===== src/rtl/baccarat_if.sv =====
// rtl/baccarat_if.sv - load strobes from the control FSM and card/score results back
interface baccarat_if;
    logic       load_pcard1;
    logic       load_pcard2;
    logic       load_pcard3;
    logic       load_dcard1;
    logic       load_dcard2;
    logic       load_dcard3;
    logic [3:0] pcard1;
    logic [3:0] pcard2;
    logic [3:0] pcard3;
    logic [3:0] dcard1;
    logic [3:0] dcard2;
    logic [3:0] dcard3;
    logic [3:0] pscore;
    logic [3:0] dscore;
    logic [3:0] deal_card;

    modport master (
        output load_pcard1, load_pcard2, load_pcard3,
        output load_dcard1, load_dcard2, load_dcard3,
        input  pcard1, pcard2, pcard3, dcard1, dcard2, dcard3,
        input  pscore, dscore, deal_card
    );

    modport slave (
        input  load_pcard1, load_pcard2, load_pcard3,
        input  load_dcard1, load_dcard2, load_dcard3,
        output pcard1, pcard2, pcard3, dcard1, dcard2, dcard3,
        output pscore, dscore, deal_card
    );
endinterface


===== src/rtl/baccarat_datapath.sv =====
// rtl/baccarat_datapath.sv - dealer counter, six card slots and combinational hand scores
module baccarat_datapath #(
    parameter logic [3:0] SEED = 4'd1
) (
    input  logic       slow_clock,
    input  logic       reset,
    baccarat_if.slave  bus
);

    logic [3:0] deal_q;
    logic [3:0] pcard1_q;
    logic [3:0] pcard2_q;
    logic [3:0] pcard3_q;
    logic [3:0] dcard1_q;
    logic [3:0] dcard2_q;
    logic [3:0] dcard3_q;

    // Ranks 10..13 count as zero; an empty slot (0) also counts as zero.
    function automatic logic [4:0] card_value(input logic [3:0] rank);
        return (rank <= 4'd9) ? {1'b0, rank} : 5'd0;
    endfunction

    function automatic logic [3:0] mod10(input logic [4:0] sum);
        logic [4:0] r;
        if (sum >= 5'd20)
            r = sum - 5'd20;
        else if (sum >= 5'd10)
            r = sum - 5'd10;
        else
            r = sum;
        return r[3:0];
    endfunction

    always_ff @(posedge slow_clock) begin
        if (reset) begin
            deal_q   <= SEED;
            pcard1_q <= 4'd0;
            pcard2_q <= 4'd0;
            pcard3_q <= 4'd0;
            dcard1_q <= 4'd0;
            dcard2_q <= 4'd0;
            dcard3_q <= 4'd0;
        end else begin
            // >= rather than == so an out-of-range value still falls back into 1..13
            deal_q <= (deal_q >= 4'd13 || deal_q == 4'd0) ? 4'd1 : deal_q + 4'd1;
            if (bus.load_pcard1) pcard1_q <= deal_q;
            if (bus.load_pcard2) pcard2_q <= deal_q;
            if (bus.load_pcard3) pcard3_q <= deal_q;
            if (bus.load_dcard1) dcard1_q <= deal_q;
            if (bus.load_dcard2) dcard2_q <= deal_q;
            if (bus.load_dcard3) dcard3_q <= deal_q;
        end
    end

    assign bus.deal_card = deal_q;
    assign bus.pcard1    = pcard1_q;
    assign bus.pcard2    = pcard2_q;
    assign bus.pcard3    = pcard3_q;
    assign bus.dcard1    = dcard1_q;
    assign bus.dcard2    = dcard2_q;
    assign bus.dcard3    = dcard3_q;

    // Scores are pure combinational so the FSM sees them in the cycle after the load.
    assign bus.pscore = mod10(card_value(pcard1_q) + card_value(pcard2_q) + card_value(pcard3_q));
    assign bus.dscore = mod10(card_value(dcard1_q) + card_value(dcard2_q) + card_value(dcard3_q));

endmodule


===== src/flat_wrapper.sv =====
// flat-port wrapper written by rule: the top's interface ports become plain ports
module baccarat_datapath_flat 
#(
    parameter logic [3:0] SEED = 4'd1
)
  (slow_clock, reset, bus_load_pcard1, bus_load_pcard2, bus_load_pcard3, bus_load_dcard1, bus_load_dcard2, bus_load_dcard3, bus_pcard1, bus_pcard2, bus_pcard3, bus_dcard1, bus_dcard2, bus_dcard3, bus_pscore, bus_dscore, bus_deal_card);
  baccarat_if bus_i ();
  input  logic slow_clock;
  input  logic reset;
  input wire logic [$bits(bus_i.load_pcard1)-1:0] bus_load_pcard1;
  input wire logic [$bits(bus_i.load_pcard2)-1:0] bus_load_pcard2;
  input wire logic [$bits(bus_i.load_pcard3)-1:0] bus_load_pcard3;
  input wire logic [$bits(bus_i.load_dcard1)-1:0] bus_load_dcard1;
  input wire logic [$bits(bus_i.load_dcard2)-1:0] bus_load_dcard2;
  input wire logic [$bits(bus_i.load_dcard3)-1:0] bus_load_dcard3;
  output wire logic [$bits(bus_i.pcard1)-1:0] bus_pcard1;
  output wire logic [$bits(bus_i.pcard2)-1:0] bus_pcard2;
  output wire logic [$bits(bus_i.pcard3)-1:0] bus_pcard3;
  output wire logic [$bits(bus_i.dcard1)-1:0] bus_dcard1;
  output wire logic [$bits(bus_i.dcard2)-1:0] bus_dcard2;
  output wire logic [$bits(bus_i.dcard3)-1:0] bus_dcard3;
  output wire logic [$bits(bus_i.pscore)-1:0] bus_pscore;
  output wire logic [$bits(bus_i.dscore)-1:0] bus_dscore;
  output wire logic [$bits(bus_i.deal_card)-1:0] bus_deal_card;
  assign bus_i.load_pcard1 = bus_load_pcard1;
  assign bus_i.load_pcard2 = bus_load_pcard2;
  assign bus_i.load_pcard3 = bus_load_pcard3;
  assign bus_i.load_dcard1 = bus_load_dcard1;
  assign bus_i.load_dcard2 = bus_load_dcard2;
  assign bus_i.load_dcard3 = bus_load_dcard3;
  assign bus_pcard1 = bus_i.pcard1;
  assign bus_pcard2 = bus_i.pcard2;
  assign bus_pcard3 = bus_i.pcard3;
  assign bus_dcard1 = bus_i.dcard1;
  assign bus_dcard2 = bus_i.dcard2;
  assign bus_dcard3 = bus_i.dcard3;
  assign bus_pscore = bus_i.pscore;
  assign bus_dscore = bus_i.dscore;
  assign bus_deal_card = bus_i.deal_card;
  baccarat_datapath #(.SEED(SEED)) u_core (.slow_clock(slow_clock), .reset(reset), .bus(bus_i));
endmodule

===== config.mk =====
export PLATFORM = sky130hd
export DESIGN_NAME = baccarat_datapath_flat
export DESIGN_NICKNAME = d
export VERILOG_FILES = /design/src/rtl/baccarat_if.sv /design/src/rtl/baccarat_datapath.sv /design/src/flat_wrapper.sv
export SDC_FILE = /design/constraint.sdc
export NUM_CORES = 1
export LEC_CHECK = 0
export ABC_AREA = 1
export CAP_MARGIN = 20
export CORE_MARGIN = 1.5
export CORE_UTILIZATION = 30
export CTS_CLUSTER_SIZE = 40
export DETAILED_ROUTE_END_ITERATION = 7
export HOLD_SLACK_MARGIN = 0.05
export PLACE_DENSITY_LB_ADDON = 0.3
export SLEW_MARGIN = 30
export SYNTH_ARGS = -nofsm -noshare
export SYNTH_HDL_FRONTEND = slang
export SYNTH_SLANG_ARGS = --single-unit

===== constraint.sdc =====
create_clock -name slow_clock -period 5 [get_ports slow_clock]
set_input_delay 1 -clock slow_clock [delete_from_list [all_inputs] [get_ports slow_clock]]
set_output_delay 1 -clock slow_clock [all_outputs]
set_load 0.01 [all_outputs]

After elaboration in Yosys (flattened, before gate mapping)
Index checks and enable logic that the tools add are counted.
- register bits after elaboration: 28
- word-level logic and storage cells: 40
- $lt $le $gt $ge: 11
- reduce and logical (&&, ||, !) cells: 3
- muxes and demuxes: 10
- add/subtract/negate cells: 9
- operators by type and width (kind ; number):
    two-way mux 4 bit ; 10
    less-or-equal comparator 4 bit, second input constant ; 6
    adder 5 x 4 -> 5 bit ; 2
    adder 5 bit ; 2
    >= comparator 5 x 4 -> 1 bit, second input constant ; 2
    >= comparator 5 bit, second input constant ; 2
    subtractor 4 x 3 -> 4 bit, second input constant ; 2
    subtractor 4 bit, second input constant ; 2
    adder 4 x 1 -> 4 bit, second input constant ; 1
    >= comparator 4 bit, second input constant ; 1
    logical NOT 4 bit ; 1
    OR reduction 2 bit ; 1
    logical OR 1 bit ; 1

Logic depth before layout (Yosys ltp)
Gate-level depths: netlist of run 1.
- depth in word-level cells: 7
- mapped depth: 19
- mapped depth without buffers: 19

Least setup slack after synthesis of run 1
OpenSTA, ideal clock, no wires.
- kind: flip-flop to output port
- start: reg u_core.dcard3_q[1], in the netlist u_core.bus.dcard3[1]
- end: out bus_dscore[3]
- setup slack: 1.155 ns
- arrival: 2.845 ns
- cell stages (with the launch flop): 18
- path through: dfxtp_1 o21ai_0 nand2_1 fa_1 inv_1 ha_1 fa_1 inv_1 ha_1 inv_1 nand3_1 nand2_1 inv_1 nand2_1 nand2_1 nand2_1 nand2_1 nand2_1
- longest elaborated chain between the ends: 6
- ends and longest elaborated chain (item ; line ; RTL):
    start, declared ; baccarat_datapath.sv:16 ; logic [3:0] dcard3_q;
    start signal, assigned ; baccarat_datapath.sv:51 ; if (bus.load_dcard3) dcard3_q <= deal_q;
    less-or-equal comparator 4 bit ; baccarat_datapath.sv:20 ; return (rank <= 4'd9) ? {1'b0, rank} : 5'd0;
    two-way mux 4 bit (*) ; baccarat_datapath.sv:20 ;
    adder 5 x 4 -> 5 bit (*) ; baccarat_datapath.sv:65 ; assign bus.dscore = mod10(card_value(dcard1_q) + card_value(dcard2_q) + card_value(dcard3_q));
    subtractor 4 bit or >= comparator 5 x 4 -> 1 bit (tied branches) ; baccarat_datapath.sv:28, baccarat_datapath.sv:27 ;
    two-way mux 4 bit ; baccarat_datapath.sv:27 ; else if (sum >= 5'd10)
    two-way mux 4 bit (*) ; baccarat_datapath.sv:25 ; if (sum >= 5'd20)
    end, declared ; flat_wrapper.sv:23 ; output wire logic [$bits(bus_i.dscore)-1:0] bus_dscore;
Every way passes the cells marked *; elsewhere a longest branch is shown, timed or not.

Worst setup path after layout of run 1
- start: reg u_core.pcard1_q[1], in the netlist u_core.bus.pcard1[1]
- end: out bus_pscore[1]
- longest elaborated chain between the ends: 7
- ends and longest elaborated chain (item ; line ; RTL):
    start, declared ; baccarat_datapath.sv:11 ; logic [3:0] pcard1_q;
    start signal, assigned ; baccarat_datapath.sv:46 ; if (bus.load_pcard1) pcard1_q <= deal_q;
    less-or-equal comparator 4 bit ; baccarat_datapath.sv:20 ;
    two-way mux 4 bit (*) ; baccarat_datapath.sv:20 ;
    adder 5 bit (*) ; baccarat_datapath.sv:64 ; assign bus.pscore = mod10(card_value(pcard1_q) + card_value(pcard2_q) + card_value(pcard3_q));
    adder 5 x 4 -> 5 bit (*) ; baccarat_datapath.sv:64 ;
    subtractor 4 bit or >= comparator 5 x 4 -> 1 bit (tied branches) ; baccarat_datapath.sv:28, baccarat_datapath.sv:27 ;
    two-way mux 4 bit ; baccarat_datapath.sv:27 ;
    two-way mux 4 bit (*) ; baccarat_datapath.sv:25 ;
    end, declared ; flat_wrapper.sv:22 ; output wire logic [$bits(bus_i.pscore)-1:0] bus_pscore;
Marked as above.

==> run_results.csv, run 1 <==
group,metric,value,unit
run_status,run_status,"finished, final reports clean",
logic_synthesis,synth_edf_count,0,
cts,htreeDepth,1,
cts,cts_made_buffers,3,
worst_setup_path,crit_buf_inv,4,
timing,fin_skew,0.00375,ns
hold_path,min_path_type,"register to register",
timing,hold_ws,0.475,ns
worst_setup_path,crit_slowest_cell,"fa_1",
routing,dr.pass1.iters,4,
logic_synthesis,synth_flop_cell,"dfxtp_1",
worst_setup_path,path_max_fanout,4,
timing,rsz0062_at_grt,"false",
global_routing,antenna_found_initial,0,
routing,drt-total-wl,4120,µm
finish,fin_nets,330,
global_routing,grt_overflow_total,0,
finish,num_antenna_cells,0,
routing,drt-initial-drc-count,63,
cts,cts_max_path_buffers,2,
placed_design,place.gp.congestion,0.915,
global_routing,grt_pass1_vias,1627,
placed_design,placed_area,2360,µm²
cts,path_clk_slew,0.10,ns
floorplan,die_area,6630,µm²
cts,ctsHoldBuffers,0,
timing,max_freq,214,MHz
placed_design,port-buffer-count,43,
finish,area_growth_syn_to_layout,32.1,%
timing,fin_crit_sh,93.5,%
floorplan,num_rows,28,
logic_synthesis,syn_area,1840,µm²
logic_synthesis,synth_top_area_share,30.4,%
power,vdd_drop_max,186,µV
global_routing,grt_max_degree,25,
routing,wl_per_cell,11.1,µm
cts,clockRootBuffer,"clkbuf_8",
logic_synthesis,yosys.area.top_type,"dfxtp_1",
logic_synthesis,yosysMostFrequentCell,"inv_1",
logic_synthesis,avgSynthCellArea,7.35,µm²
floorplan,io_pins,44,
cts,cts_sinks,28,
cts,clk_latency,0.27,ns
power,power,938,µW
floorplan,fp.dieH,81.4,µm
logic_synthesis,syn_inst,251,
placed_design,dpl.hpwl,3360,µm
routing,via_per_inst,4.52,
cts,postCtsSetupBuffers,0,
cts,cts_tree,"yes",
worst_setup_path,rrSetupSlack,3.56,ns
worst_setup_path,critPathCaptureType,"output pin",
worst_setup_path,cp.arrival,3.68,ns
routing,drc_errors,0,
logic_synthesis,synthTopCellsByArea,"dfxtp_1, fa_1, ha_1, inv_1, nand2_1",
worst_setup_path,reg2reg_to,"u_core.bus.deal_card[3]$_SDFF_PP0_",
job,maxCapViolations,0,
global_routing,grt_first_pass_wirelength,7110,µm
power,p_leak,1.13,nW
routing,vias,1677,
worst_setup_path,crit_chain,"o21ai_0 -> inv_1 -> nor2_1 -> fa_1 -> ha_1 -> fa_1 -> inv_1 -> ha_1 -> inv_1 -> nor2_1 -> o21ai_1 -> nand2_1 -> nand2_1 -> nand2_1 -> nand2_1 -> clkdlybuf4s50_1",
timing,min_period,4.68,ns
hold_path,hp-start,"u_core.bus.deal_card[0]$_SDFF_PP1_",
finish,drive_above_1_share,3.38,%
hold_path,whs_path_depth,1,
timing,relSlewSlack,63.8,%
floorplan,fp.dieW,81.4,µm
logic_synthesis,ys_async_sr_fraction,0,%
timing,setup_viol,0,
logic_synthesis,synth_nets,284,
worst_setup_path,startpoint,"u_core.bus.pcard1[1]$_SDFFE_PP0P_",
routing,ant_nets,0,
logic_synthesis,synth_common_cells,"inv_1, nand2_1, o21ai_0",
floorplan,coreArea,5920,µm²
worst_setup_path,timing.critical_path.mode_cell,"nand2_1",
worst_setup_path,rr_worst_depth,7,
timing,drv_slew,0,
worst_setup_path,timing_worst_setup_path_type,"register to output pin",
power,p_per_area,385,nW/µm²
worst_setup_path,cp.required,4.00,ns
logic_synthesis,seq_area_frac_synth,30.4,%
timing,fin_setup_tns,0,ns
hold_path,hold_end,"u_core.bus.deal_card[0]$_SDFF_PP1_",
worst_setup_path,crit_family,"adder cells",
worst_setup_path,slowest_delay,0.54,ns
global_routing,grt_use_total,13.4,%
logic_synthesis,yosysWarnings,0,
placed_design,place_inst,367,
worst_setup_path,cp.depth,16,
finish,final_cell_area,2440,µm²
cts,cts_resized,0,
logic_synthesis,ys_ff_latch,28,
floorplan,start_util,31.1,%
logic_synthesis,synth_cell_types,22,
worst_setup_path,r2r_start,"u_core.bus.deal_card[0]$_SDFF_PP1_",
finish,stdcell_count,371,
timing,tightest_slew,0.543,ns
timing,hold_viol_final,0,
worst_setup_path,startpoint_type,"register",
-- registers in the layout, indices dropped and copies added, names as in the netlist --
signal,cells
u_core.bus.pcard1,4
u_core.bus.deal_card,4
u_core.bus.dcard3,4
u_core.bus.dcard2,4
u_core.bus.dcard1,4
u_core.bus.pcard2,4
u_core.bus.pcard3,4
-- logic make-up after synthesis --
| group | Yosys count | share of synthesized area (%) |
|---|---|---|
| AND/OR/NAND/NOR | 90 | 21.4 |
| AO/OA/AOI/OAI | 57 | 15.6 |
| buffers and inverters | 48 | 9.77 |
| flip-flops | 28 | 30.4 |
| adder cells (fa/ha/maj) | 25 | 21.0 |
| XOR/XNOR | 3 | 1.83 |
-- cell type report --
class | instances | area [µm²]
fillers | 595 | 3480
flip-flops and latches | 28 | 561
clock inverters | 1 | 30.0
clock buffers | 3 | 41.3
well taps | 75 | 93.8
multi-input cells | 175 | 1110
repair buffers | 43 | 430
inverters | 46 | 173
-- metal layers --
metal	track usage, %	vias up	share of wire [%]
li1	-	901	-
met1	18.8	745	51
met2	21.7	29	45
met3	1.91	2	4.1
met4	3.10	0	0.51
met5	0	-	0
-- power by group --
part           total, mW  internal [mW]  switching, mW
Combinational      0.480          0.226          0.254
Sequential         0.280          0.251         0.0296
Clock              0.178          0.107         0.0707
-- layout by cell type, fill, tap and decap left out, types with 2 or more instances in the layout --
cell type	synthesis	final
nor3_1	5	5
inv_1	45	45
nand2_2	2	2
a21oi_1	26	26
nor2_1	16	16
nand2_1	40	40
dfxtp_1	28	28
nand3_1	22	22
clkbuf_8	0	3
ha_1	15	15
o21ai_0	29	27
fa_1	10	10
and2_1	2	2
o21ai_1	1	2
clkdlybuf4s50_1	0	43
-- per-stage QoR --
| step | setup WS [ns] | utilization (%) |
|---|---|---|
| finish | 0.323 | 41.1 |
| global route | 0.0114 | 41.1 |
| CTS | 0.202 | 41.1 |
| detailed placement | 0.515 | 39.9 |
| global placement | 0.601 | 39.9 |
| floorplan | 1.16 | - |
-- how the worst max path moves through the flow --
stage / to / slack, ns
6_report: bus_pscore[1] / 0.32
5_1_grt: bus_dscore[3] / 0.01
4_1_cts: bus_dscore[3] / 0.20
3_5_place_dp: bus_dscore[3] / 0.52
3_3_place_gp: bus_dscore[3] / 0.60
2_1_floorplan: bus_dscore[3] / 1.16
Note: power is estimated with default switching activity, not from simulation.
==> run 2: changes to the inputs <==
ABC_CLOCK_PERIOD_IN_PS = 5000   (was default)
CORE_ASPECT_RATIO = 1.75   (was default)
REMOVE_ABC_BUFFERS = 1   (was default)
==> run_results.csv, run 2 (synthesis gave the netlist of run 1 again) <==
group,metric,value,unit
run_status,run_status,"finished, final reports clean",
finish,final_cell_area,2420,µm²
placed_design,place.gp.congestion,0.897,
timing,drv_slew,0,
floorplan,io_pins,44,
finish,fin_util,40.9,%
cts,clockRootBuffer,"clkbuf_8",
worst_setup_path,crit_family,"adder cells",
routing,drc_errors,0,
global_routing,grt_first_pass_wirelength,7340,µm
cts,cts_made_buffers,3,
floorplan,start_util,31.1,%
finish,stdcell_count,374,
routing,wl_per_cell,11.5,µm
worst_setup_path,path_max_fanout,4,
power,p_leak,1.12,nW
floorplan,fp.dieW,62.3,µm
routing,dr.pass1.iters,4,
global_routing,grt_overflow_total,0,
timing,tightest_slew,0.595,ns
timing,hold_viol_final,0,
timing,rsz0062_at_grt,"false",
timing,finalWorstSetupSlack,0.318,ns
worst_setup_path,crit_chain,"o21ai_2 -> nand2_1 -> fa_1 -> inv_1 -> ha_1 -> fa_1 -> inv_1 -> ha_1 -> inv_1 -> nand3_1 -> nand2_1 -> inv_1 -> nand2_1 -> nand2_1 -> nand2_1 -> nand2_1 -> nand2_1 -> clkdlybuf4s50_1",
finish,area_growth_syn_to_layout,31.4,%
floorplan,coreArea,5930,µm²
cts,cts_sinks,28,
routing,drt-total-wl,4300,µm
worst_setup_path,timing.critical_path.mode_cell,"nand2_1",
cts,ctsHoldBuffers,0,
global_routing,grt_max_degree,25,
hold_path,min_path_type,"register to register",
routing,ant_nets,0,
worst_setup_path,critPathCaptureType,"output pin",
timing,fin_skew,0.00488,ns
finish,n_fill_cell,650,
worst_setup_path,cp.required,4.00,ns
job,maxCapViolations,0,
worst_setup_path,slowest_delay,0.56,ns
global_routing,grt_pass1_vias,1683,
timing,min_period,4.68,ns
worst_setup_path,crit_slowest_cell,"fa_1",
worst_setup_path,timing_worst_setup_path_type,"register to output pin",
timing,max_freq,214,MHz
floorplan,die_area,6650,µm²
placed_design,placed_area,2360,µm²
timing,relSlewSlack,60.3,%
global_routing,grt_use_total,13.6,%
finish,fin_nets,330,
timing,hold_ws,0.476,ns
finish,layout_commonest_cell,"inv_1",
timing,fin_crit_sh,93.6,%
worst_setup_path,cp.arrival,3.68,ns
placed_design,place_inst,370,
routing,drt-initial-drc-count,45,
cts,path_clk_slew,0.09,ns
placed_design,pre_cts_ws,0.493,ns
floorplan,fp.dieH,107,µm
finish,drive_above_1_share,3.38,%
worst_setup_path,startpoint_type,"register",
power,power,902,µW
cts,cts_max_path_buffers,2,
finish,num_antenna_cells,0,
routing,vias,1715,
floorplan,num_rows,37,
power,p_per_area,372,nW/µm²
placed_design,port-buffer-count,43,
power,vdd_drop_max,226,µV
cts,htreeDepth,1,
cts,cts_tree,"yes",
timing,setup_viol,0,
worst_setup_path,crit_buf_inv,5,
finish,layout_common_cells,"inv_1, clkdlybuf4s50_1, nand2_1",
routing,via_per_inst,4.59,
timing,fin_setup_tns,0,ns
placed_design,dpl.hpwl,3570,µm
global_routing,antenna_found_initial,0,
cts,clk_latency,0.28,ns
[run 2: cell count changes in the layout (fill, tap and decap cells not counted), sizes merged]
cell,before,now
clkbuf,3,4
bufinv,1,0
[run 2: worst reg2reg max path: cells and delay by family, from the launching register on]
| family | cells | cell delay [ns] |
|---|---|---|
| flip-flops | 1 | 0.44 |
| buffers and inverters | 3 | 0.38 |
| adder cells (fa/ha/maj) | 1 | 0.24 |
| AND/OR/NAND/NOR | 3 | 0.36 |
[run 2: final timing paths]
path	from	endpoint	slack (ns)	cells past startpoint
worst max-delay path	u_core.bus.dcard3[1]$_SDFFE_PP0P_	bus_dscore[3]	0.32	18
worst min-delay path	u_core.bus.deal_card[0]$_SDFF_PP1_	u_core.bus.deal_card[0]$_SDFF_PP1_	0.48	1
worst min register to register	u_core.bus.deal_card[0]$_SDFF_PP1_	u_core.bus.deal_card[0]$_SDFF_PP1_	0.48	1
worst max register to register	u_core.bus.deal_card[0]$_SDFF_PP1_	u_core.bus.deal_card[2]$_SDFF_PP0_	3.53	7
[run 2: per-layer routing]
metal / GRT usage, % / wire length, µm / share of wire (%)
met5: 0 / 0 / 0
met4: 5.71 / 72 / 1.7
met3: 1.26 / 156 / 3.6
met2: 27.1 / 2310 / 54
met1: 14.3 / 1770 / 41
[run 2: what timing repair did]
action / 4_1_cts / 5_1_grt
resized for setup: 0 / 3
endpoints found under the setup margin: 0 / 3
setup buffers: 0 / 0
[run 2: layout make-up]
type	instances	area [µm²]	share of cell area, %
Clock buffer	4	55.1	2.27
Tap cell	78	97.6	4.03
Sequential cell	28	561	23.1
Timing Repair Buffer	43	430	17.8
Inverter	46	173	7.12
Multi-Input combinational cell	175	1110	45.7
[run 2: where the power goes]
| group | internal, mW | total [mW] | leakage [nW] | switching, mW |
|---|---|---|---|---|
| clock | 0.0706 | 0.139 | 0.0288 | 0.0687 |
| sequential | 0.251 | 0.280 | 0.232 | 0.0296 |
| combinational | 0.225 | 0.483 | 0.862 | 0.257 |
| total | 0.546 | 0.902 | 1.12 | 0.356 |
==> run 3: changes to the inputs <==
MAX_ROUTING_LAYER = met4   (was default)
==> run_results.csv, run 3 (synthesis gave the netlist of run 1 again) <==
group,metric,value,unit
run_status,run_status,"finished, final reports clean",
cts,clockRootBuffer,"clkbuf_8",
timing,fin_skew,0.00515,ns
placed_design,dpl.hpwl,3570,µm
timing,hold_ws,0.472,ns
routing,via_per_inst,4.59,
global_routing,grt_max_degree,25,
finish,layout_commonest_cell,"inv_1",
finish,fin_nets,330,
timing,drv_slew,0,
power,power,902,µW
job,maxCapViolations,0,
finish,drive_above_1_share,3.38,%
power,p_leak,1.12,nW
finish,fin_util,40.9,%
cts,cts_made_buffers,3,
timing,hold_viol_final,0,
cts,path_clk_slew,0.09,ns
floorplan,start_util,31.1,%
placed_design,port-buffer-count,43,
worst_setup_path,path_max_fanout,4,
timing,rsz0062_at_grt,"false",
routing,ant_nets,0,
routing,vias,1715,
timing,min_period,4.68,ns
worst_setup_path,slowest_delay,0.56,ns
placed_design,place.gp.congestion,0.913,
routing,drc_errors,0,
timing,setup_viol,0,
finish,num_antenna_cells,0,
routing,drt-initial-drc-count,43,
worst_setup_path,r2r_start,"u_core.bus.deal_card[0]$_SDFF_PP1_",
floorplan,io_pins,44,
cts,clk_latency,0.28,ns
routing,dr.pass1.iters,4,
floorplan,coreArea,5930,µm²
cts,htreeDepth,1,
worst_setup_path,startpoint_type,"register",
global_routing,grt_use_total,14.0,%
global_routing,grt_pass1_vias,1684,
worst_setup_path,crit_slowest_cell,"fa_1",
cts,postCtsSetupBuffers,0,
cts,cts_max_path_buffers,2,
worst_setup_path,critPathCaptureType,"output pin",
cts,cts_tree,"yes",
worst_setup_path,cp.arrival,3.68,ns
timing,fin_crit_sh,93.6,%
worst_setup_path,timing_worst_setup_path_type,"register to output pin",
worst_setup_path,crit_chain,"o21ai_2 -> nand2_1 -> fa_1 -> inv_1 -> ha_1 -> fa_1 -> inv_1 -> ha_1 -> inv_1 -> nand3_1 -> nand2_1 -> inv_1 -> nand2_1 -> nand2_1 -> nand2_1 -> nand2_1 -> nand2_1 -> clkdlybuf4s50_1",
global_routing,grt_first_pass_wirelength,7340,µm
placed_design,place_inst,370,
timing,max_freq,214,MHz
floorplan,die_area,6650,µm²
power,p_per_area,372,nW/µm²
worst_setup_path,startpoint,"u_core.bus.dcard3[1]$_SDFFE_PP0P_",
finish,layout_common_cells,"inv_1, clkdlybuf4s50_1, nand2_1",
timing,relSlewSlack,60.3,%
finish,area_growth_syn_to_layout,31.4,%
power,vdd_drop_max,225,µV
worst_setup_path,cp.required,4.00,ns
global_routing,antenna_found_initial,0,
hold_path,hp-start,"u_core.bus.deal_card[0]$_SDFF_PP1_",
floorplan,fp.dieH,107,µm
finish,stdcell_count,374,
cts,cts_sinks,28,
worst_setup_path,timing.critical_path.mode_cell,"nand2_1",
routing,wl_per_cell,11.5,µm
global_routing,grt_overflow_total,0,
timing,fin_setup_tns,0,ns
routing,drt-total-wl,4310,µm
floorplan,num_rows,37,
hold_path,min_path_type,"register to register",
timing,tightest_slew,0.595,ns
floorplan,fp.dieW,62.3,µm
==> run 3: worst max-delay path, delay by kind of cell, from the launching register on <==
family | cells | cell delay (ns)
flops | 1 | 0.35
simple gates | 8 | 0.57
fa+ha+maj | 4 | 1.51
buf+inv | 5 | 0.78
compound gates | 1 | 0.18
==> run 3: where the power goes <==
group | internal [mW] | leakage, nW | switching (mW) | total, mW
Sequential | 0.251 | 0.232 | 0.0296 | 0.280
Clock | 0.0706 | 0.0288 | 0.0687 | 0.139
Combinational | 0.225 | 0.862 | 0.257 | 0.483
==> run 3: final timing paths <==
| path | to | cells after the start | slack (ns) |
|---|---|---|---|
| setup reg to reg | u_core.bus.deal_card[2]$_SDFF_PP0_ | 7 | 3.54 |
| hold reg to reg | u_core.bus.deal_card[0]$_SDFF_PP1_ | 1 | 0.47 |
| hold / removal | u_core.bus.deal_card[0]$_SDFF_PP1_ | 1 | 0.47 |
| setup / recovery | bus_dscore[3] | 18 | 0.32 |
==> run 3: per-stage QoR <==
step	area, µm²	setup slack [ns]
after floorplan	1840	1.16
after global placement	2360	0.612
after detailed placement	2360	0.493
after CTS	2420	0.179
after global routing	2420	0.0413
final	2420	0.318
==> run 3: repair_timing <==
item | CTS | global route
endpoints found under the setup margin | 0 | 3
hold buffers | 0 | 0
resized for setup | 0 | 3
==> run 3: cell type report <==
class / instances / area (µm²)
Multi-Input combinational cell: 175 / 1110
Tap cell: 78 / 97.6
Timing Repair Buffer: 43 / 430
Fill cell: 650 / 3500
Inverter: 46 / 173
Sequential cell: 28 / 561
Clock buffer: 4 / 55.1
==> run 3: per-layer routing <==
layer / GRT usage (%) / up-vias / wire [µm]
li1: - / 897 / -
met1: 14.4 / 782 / 1780
met2: 27.1 / 31 / 2310
met3: 1.05 / 5 / 148
met4: 5.71 / 0 / 70
met5: - / - / 0
